**src/rtl/vga_timing_sink.sv**
```systemverilog
// rtl/vga_timing_sink.sv - VGA raster generator with RGB return path aligned to sync/blank
// Optional colour-bar override is compiled in with VGA_TIMING_TESTPAT_EN.
module vga_timing_sink #(
  parameter int H_ACTIVE = 640,
  parameter int H_FP     = 16,
  parameter int H_SYNC   = 96,
  parameter int H_BP     = 48,
  parameter int V_ACTIVE = 480,
  parameter int V_FP     = 10,
  parameter int V_SYNC   = 2,
  parameter int V_BP     = 33,
  parameter int CLK_DIV  = 2,
  parameter int PIPE_LAT = 2
) (
  input  logic       Clk,
  input  logic       Reset,
  input  logic [7:0] in_R,
  input  logic [7:0] in_G,
  input  logic [7:0] in_B,
`ifdef VGA_TIMING_TESTPAT_EN
  input  logic       test_pat,
`endif
  output logic [9:0] DrawX,
  output logic [9:0] DrawY,
  output logic       frame_start,
  output logic       VGA_CLK,
  output logic       VGA_HS,
  output logic       VGA_VS,
  output logic       VGA_BLANK_N,
  output logic       VGA_SYNC_N,
  output logic [7:0] VGA_R,
  output logic [7:0] VGA_G,
  output logic [7:0] VGA_B
);

  localparam int H_TOTAL = H_ACTIVE + H_FP + H_SYNC + H_BP;
  localparam int V_TOTAL = V_ACTIVE + V_FP + V_SYNC + V_BP;
  localparam int DW      = (CLK_DIV > 1) ? $clog2(CLK_DIV) : 1;

  localparam logic [DW-1:0] DIV_MAX  = DW'(CLK_DIV - 1);
  localparam logic [DW-1:0] DIV_HALF = DW'(CLK_DIV / 2);
  localparam logic [9:0] H_MAX  = 10'(H_TOTAL - 1);
  localparam logic [9:0] V_MAX  = 10'(V_TOTAL - 1);
  localparam logic [9:0] H_ACT  = 10'(H_ACTIVE);
  localparam logic [9:0] V_ACT  = 10'(V_ACTIVE);
  localparam logic [9:0] HS_BEG = 10'(H_ACTIVE + H_FP);
  localparam logic [9:0] HS_END = 10'(H_ACTIVE + H_FP + H_SYNC);
  localparam logic [9:0] VS_BEG = 10'(V_ACTIVE + V_FP);
  localparam logic [9:0] VS_END = 10'(V_ACTIVE + V_FP + V_SYNC);

  // Pipeline word: {bar index (test pattern only), act, vs, hs}
`ifdef VGA_TIMING_TESTPAT_EN
  localparam int PW = 6;
  localparam logic [9:0] BAR_W = 10'(H_ACTIVE / 8);
`else
  localparam int PW = 3;
`endif
  localparam logic [PW-1:0] PIPE_RST = PW'(3);

  logic [DW-1:0] r_div;
  logic [9:0]    r_h;
  logic [9:0]    r_v;
  logic          r_fs;
  logic          w_pix_en;
  logic          w_hs_raw;
  logic          w_vs_raw;
  logic          w_act_raw;
  logic [PW-1:0] w_raw;
  logic [PW-1:0] w_dly;
  logic [7:0]    w_r;
  logic [7:0]    w_g;
  logic [7:0]    w_b;
  logic          r_hs;
  logic          r_vs;
  logic          r_bn;
  logic [7:0]    r_r;
  logic [7:0]    r_g;
  logic [7:0]    r_b;

  assign w_pix_en = (r_div == DIV_MAX);

  always_ff @(posedge Clk or posedge Reset) begin
    if (Reset) begin
      r_div <= '0;
    end else if (w_pix_en) begin
      r_div <= '0;
    end else begin
      r_div <= r_div + DW'(1);
    end
  end

  // A divide-by-one pixel clock has no low half in div_cnt, so it toggles on its own.
  generate
    if (CLK_DIV == 1) begin : g_clk_tog
      logic r_vclk;
      always_ff @(posedge Clk or posedge Reset) begin
        if (Reset) begin
          r_vclk <= 1'b1;
        end else begin
          r_vclk <= ~r_vclk;
        end
      end
      assign VGA_CLK = r_vclk;
    end else begin : g_clk_div
      assign VGA_CLK = (r_div < DIV_HALF);
    end
  endgenerate

  always_ff @(posedge Clk or posedge Reset) begin
    if (Reset) begin
      r_h  <= '0;
      r_v  <= '0;
      r_fs <= 1'b0;
    end else begin
      r_fs <= w_pix_en && (r_h == H_MAX) && (r_v == V_MAX);
      if (w_pix_en) begin
        if (r_h == H_MAX) begin
          r_h <= '0;
          r_v <= (r_v == V_MAX) ? 10'd0 : r_v + 10'd1;
        end else begin
          r_h <= r_h + 10'd1;
        end
      end
    end
  end

  assign DrawX       = r_h;
  assign DrawY       = r_v;
  assign frame_start = r_fs;

  assign w_hs_raw  = !((r_h >= HS_BEG) && (r_h < HS_END));
  assign w_vs_raw  = !((r_v >= VS_BEG) && (r_v < VS_END));
  assign w_act_raw = (r_h < H_ACT) && (r_v < V_ACT);

`ifdef VGA_TIMING_TESTPAT_EN
  assign w_raw = {3'(r_h / BAR_W), w_act_raw, w_vs_raw, w_hs_raw};
`else
  assign w_raw = {w_act_raw, w_vs_raw, w_hs_raw};
`endif

  // Delay matches the colour stage latency; runs every Clk, independent of pix_en.
  generate
    if (PIPE_LAT == 0) begin : g_nodly
      assign w_dly = w_raw;
    end else begin : g_dly
      logic [PW-1:0] r_sr [PIPE_LAT];
      always_ff @(posedge Clk or posedge Reset) begin
        if (Reset) begin
          for (int i = 0; i < PIPE_LAT; i++) r_sr[i] <= PIPE_RST;
        end else begin
          r_sr[0] <= w_raw;
          for (int i = 1; i < PIPE_LAT; i++) r_sr[i] <= r_sr[i-1];
        end
      end
      assign w_dly = r_sr[PIPE_LAT-1];
    end
  endgenerate

  always_comb begin
    w_r = in_R;
    w_g = in_G;
    w_b = in_B;
`ifdef VGA_TIMING_TESTPAT_EN
    // Bar colour bits fall straight out of the bar index (white..black order).
    if (test_pat) begin
      w_r = {8{~w_dly[4]}};
      w_g = {8{~w_dly[5]}};
      w_b = {8{~w_dly[3]}};
    end
`endif
  end

  always_ff @(posedge Clk or posedge Reset) begin
    if (Reset) begin
      r_hs <= 1'b1;
      r_vs <= 1'b1;
      r_bn <= 1'b0;
      r_r  <= '0;
      r_g  <= '0;
      r_b  <= '0;
    end else begin
      r_hs <= w_dly[0];
      r_vs <= w_dly[1];
      r_bn <= w_dly[2];
      r_r  <= w_dly[2] ? w_r : 8'h00;
      r_g  <= w_dly[2] ? w_g : 8'h00;
      r_b  <= w_dly[2] ? w_b : 8'h00;
    end
  end

  assign VGA_HS      = r_hs;
  assign VGA_VS      = r_vs;
  assign VGA_BLANK_N = r_bn;
  assign VGA_SYNC_N  = 1'b0;
  assign VGA_R       = r_r;
  assign VGA_G       = r_g;
  assign VGA_B       = r_b;

endmodule

```
**config.mk**
```make
export PLATFORM = sky130hd
export DESIGN_NAME = vga_timing_sink
export DESIGN_NICKNAME = d
export VERILOG_FILES = /design/src/rtl/vga_timing_sink.sv
export SDC_FILE = /design/constraint.sdc
export NUM_CORES = 1
export LEC_CHECK = 0
export ABC_AREA = 1
export BUFFER_PORTS_ARGS = -buffer_cell sky130_fd_sc_hd__buf_4
export CORE_MARGIN = 2
export CORE_UTILIZATION = 40
export DETAILED_ROUTE_END_ITERATION = 8
export PLACE_DENSITY = 0.7
export SYNTH_ARGS = -nofsm -noshare
export SYNTH_HDL_FRONTEND = slang
export SYNTH_SLANG_ARGS = --single-unit
```
**constraint.sdc**
```tcl
create_clock -name Clk -period 2 [get_ports Clk]
set_input_delay 0.1 -clock Clk [delete_from_list [all_inputs] [get_ports Clk]]
set_output_delay 0.1 -clock Clk [all_outputs]
set_load 0.01 [all_outputs]
```
=== Word level (Yosys, flattened, before mapping) ===
Index checks and enable logic that the tools add are counted.

* Add/sub/neg operators: 3
* $lt $le $gt $ge: 7
* Equality and inequality tests: 2
* Mux-type cells: 6
* Reductions and logical operators: 8

{| class="wikitable"
|+ Operator list
! operator !! number
|-
| 8-bit two-way mux || 3
|-
| 10-bit by 1-bit adder with 10-bit output (second input constant) || 2
|-
| 10-bit == test (second input constant) || 2
|-
| 10-bit < comparator (second input constant) || 2
|-
| 10-bit by 9-bit < comparator with 1-bit output (second input constant) || 2
|-
| 10-bit two-way mux || 2
|-
| 10-bit greater-or-equal comparator (second input constant) || 1
|-
| 10-bit by 9-bit greater-or-equal comparator with 1-bit output (second input constant) || 1
|-
| 1-bit logical AND || 5
|-
| 1-bit zero test || 2
|-
| 2-bit AND reduction || 1
|-
| 1-bit adder (second input constant) || 1
|-
| 1-bit < comparator (second input constant) || 1
|-
| 1-bit two-way mux || 1
|}

* Bits in registers: 55
* Input port bits: 26
* Output and inout port bits: 50
* Word-level logic and storage cells: 38

=== Logic depth before layout (Yosys ltp) ===
* Word-level depth: 3
* Mapped depth: 8
* Depth with buffers taken out: 8

=== Least setup slack after synthesis ===
Ideal clock, no wire load.

* Path type: register to register
* Start point: reg r_h[0] (netlist: DrawX[0])
* End point: reg r_v[5] (netlist: DrawY[5])
* Setup time: 0.119 ns
* Arrival time: 1.230 ns
* Required time: 1.881 ns
* Setup slack: 0.651 ns
* Cell stages (with the launch flop): 8
* Path buffers: 1
* Clock period less this slack: 1.349 ns
* Cell sequence: dfrtp_1 > ha_1 > nand3_1 > nor2_2 > nand3_2 > buf_6 > nand2_1 > o21ai_2

* Word-level cells in the longest chain between the ends: 2

{| class="wikitable"
|+ Ends and longest elaborated chain
! what !! RTL line !! source
|-
| start: declaration || 61 || <nowiki>logic [9:0] r_h;</nowiki>
|-
| start signal: assignment || 121 || <nowiki>r_h <= r_h + 10'd1;</nowiki>
|-
| 10-bit == test || 117 || <nowiki>if (r_h == H_MAX) begin</nowiki>
|-
| 2-bit AND reduction (no line) || -- ||
|-
| end signal: assignment || 119 || <nowiki>r_v <= (r_v == V_MAX) ? 10'd0 : r_v + 10'd1;</nowiki>
|-
| end: declaration || 62 || <nowiki>logic [9:0] r_v;</nowiki>
|}

No other way between the ends.
A chain may end at the register's enable or synchronous reset.

=== Worst setup path in the final report ===
* Start point: reg r_h[1] (netlist: DrawX[1])
* End point: reg r_v[0] (netlist: DrawY[0])

Same word-level chain as after synthesis.

==> qor.yml <==
timing:
  fin_crit_sh: 0.803
  fin_skew_ns: 0.00937
  finalSetupViolations: 0
  hold_viol_final: 0
  rsz0062_at_grt: "no"
  slew_violations: 0
  maxSlewHeadroom: 0.509
  period_needed_ns: 1.61
  max_freq_ghz: 0.623
  finalSetupTns_ns: 0
  worst-slew-pin-transition_ns: 0.736
global_routing:
  antenna_found_initial: 0
  track_usage: 0.165
  first_global_vias: 1811
  grt_pass1_wl_um: 8160
  overflow: 0
  grt_max_degree: 30
power:
  power_density_nw_per_um2: 594
  pwr-share-clk: 0.314
  swShare: 0.226
  p_sw_w: 0.000434
  p_comb_frac: 0.091
  leakagePower_nw: 1.73
  total_power_w: 0.00192
  pwr-share-seq: 0.595
  p_int_w: 0.00149
  irDropWorstVdd_mv: 0.365
die:
  initial_core_util: 0.412
  die_width_um: 79.3
  die_area_um2: 6300
  die_y_um: 79.3
  core_area_um2: 5510
  io_pins: 76
  rows: 27
synthesis:
  synth_top_area_cell: "dfrtp_1"
  synth.distinct_cells: 28
  synth_area_um2: 2270
  avgSynthCellArea_um2: 9.46
  synth_top_area_share: 0.540
  synthCells: 240
  synth_nets: 271
  ys_seq_area_frac: 0.609
  yosysWarnings: 0
  synthTopCellsByArea: "dfrtp_1 54%, nand2_1 10%, inv_1 7.6%"
  ys_ff_latch: 55
final_layout:
  area_delta_synth_final_pct: 42.4
  nets: 372
  layout_common_cells: "74 x buf_4, 62 x nand2_1, 49 x dfrtp_1"
  fillCellCount: 443
  final_common_cell: "buf_4"
  insertedDiodeCount: 0
  drive_above_1_share: 0.289
cts:
  cts.sinks: 55
  htreeDepth: 2
  ctsResizeCount: 0
  cts_tree: "built"
  clockBufferDepth: 2
  clk_latency_ns: 0.30
  hold_buffers: 24
  cts_root_buf: "clkbuf_8"
  cts_setup_buffers: 0
  clkTransAtPathRegs_ns: 0.10
  numCtsBuffers: 5
run:
  max_cap_violations: 0
place:
  dp_hpwl_um: 3440
  portBuffers: 74
  gp_congestion: 0.841
route:
  num_vias: 1884
  ant_nets: 0
  drt_iter0_markers: 87
  drc_errors: 0
  viasPerCell: 4.55
  wl_per_cell_um: 12.0
  routed_wl_um: 4970
  drt-pass1-iter-count: 4
hold_path:
  hp-class: "in2reg"
  worstHoldStart: "in_R[2]"
  min_to: "VGA_R[2]"
  hold_path_depth: 3
worst_setup_path:
  ff2ff_setup_slack_ns: 0.39
  rr_worst_depth: 7
  cp_max_fo: 15
  critPathLaunchType: "register"
  r2r_end: "DrawY[0]"
  cp.required_ns: 2.22
  cp-end-kind: "register"
  r2r-start: "DrawX[1]"
  worstPathArrival_ns: 1.83
  worstSetupPathType: "reg2reg"
status:
  status: "finished clean"
==> flip-flops by register name (all words and copies together), names as in the netlist, 3 cells and up <==
signal      flops
DrawX          10
DrawY          10
VGA_B           8
VGA_G           8
VGA_R           8
g_dly.r_sr      3
w_dly           3
==> logic make-up after synthesis <==
kind of cell,after synthesis,synth area share
xor gates and xnor gates,8,0.0309
AOI/OAI and AO/OA,14,0.0369
buffers and inverters,52,0.0920
other,1,0.00165
DFF,55,0.609
adders and majority gates,5,0.0275
and+or+nand+nor,105,0.202
==> metrics by stage <==
stage / setup slack (ns) / hold WS (ns) / cells / util / instance area [um^2]
2_1_floorplan: 0.567 / 0.204 / 240 / - / 2270
3_3_place_gp: 0.488 / 0.196 / 382 / 0.528 / 2910
3_5_place_dp: 0.410 / 0.194 / 382 / 0.528 / 2910
4_1_cts: 0.381 / 0.00492 / 414 / 0.587 / 3230
5_1_grt: 0.196 / 0.00443 / 414 / 0.587 / 3230
6_report: 0.394 / 0.0190 / 414 / 0.587 / 3230
==> critical path, cell delays in order, from the launching register on <==
cell,delay (ns)
dfrtp_1,0.40
ha_1,0.18
nand3_1,0.13
nor2_2,0.14
nand3_2,0.29
clkinv_2,0.22
nand3_1,0.09
o21ai_0,0.09
==> power groups by stage <==
stage / clock, W / combinational, W / sequential, W
after floorplan: 0 / 0.0000360 / 0.00118
after global placement: 0 / 0.000135 / 0.00116
after detailed placement: 0 / 0.000138 / 0.00116
after CTS: 0.000620 / 0.000176 / 0.00114
after global routing: 0.000669 / 0.000193 / 0.00115
final: 0.000603 / 0.000175 / 0.00114
==> final cells by class <==
| cell class | instances | area (um^2) | share of cell area |
|---|---|---|---|
| Inverter | 47 | 178 | 0.0550 |
| Clock inverter | 3 | 18.8 | 0.00580 |
| Timing Repair Buffer | 99 | 816 | 0.252 |
| Clock buffer | 5 | 68.8 | 0.0213 |
| Sequential cell | 55 | 1380 | 0.428 |
| Tap cell | 72 | 90.1 | 0.0279 |
| Multi-Input combinational cell | 133 | 678 | 0.210 |
==> cells in the mapped netlist <==
library cell / number
a21oi_1: 3
buf_4: 1
buf_6: 1
clkbuf_1: 2
clkbuf_2: 1
clkinv_2: 1
conb_1: 1
dfrtp_1: 49
dfstp_2: 6
ha_1: 5
inv_1: 46
nand2_1: 62
nand3_1: 13
nand3_2: 1
nand3b_1: 2
nand4_1: 3
nor2_1: 14
nor2_2: 2
nor3_1: 4
nor3b_2: 1
nor4_1: 2
o211ai_1: 1
o21ai_0: 6
o21ai_1: 1
o21ai_2: 3
or2_2: 1
xnor2_1: 3
xor2_1: 5
==> worst max path at each step <==
stage	startpoint	endpoint	slack [ns]	cells past startpoint
detailed placement	DrawX[1]	DrawY[7]	0.41	6
CTS	DrawX[1]	DrawY[7]	0.38	6
floorplan	Reset	DrawX[0]	0.57	1
global route	DrawX[1]	DrawY[7]	0.20	6
finish	DrawX[1]	DrawY[0]	0.39	7
global placement	DrawX[0]	DrawY[3]	0.49	7
==> metal layers <==
layer / share of wire / global-route usage
met1: 0.42 / 0.191
met2: 0.51 / 0.298
met3: 0.065 / 0.0352
met4: 0.0068 / 0.0603
met5: 0 / 0
No activity file was read; power rests on OpenSTA's default activity.
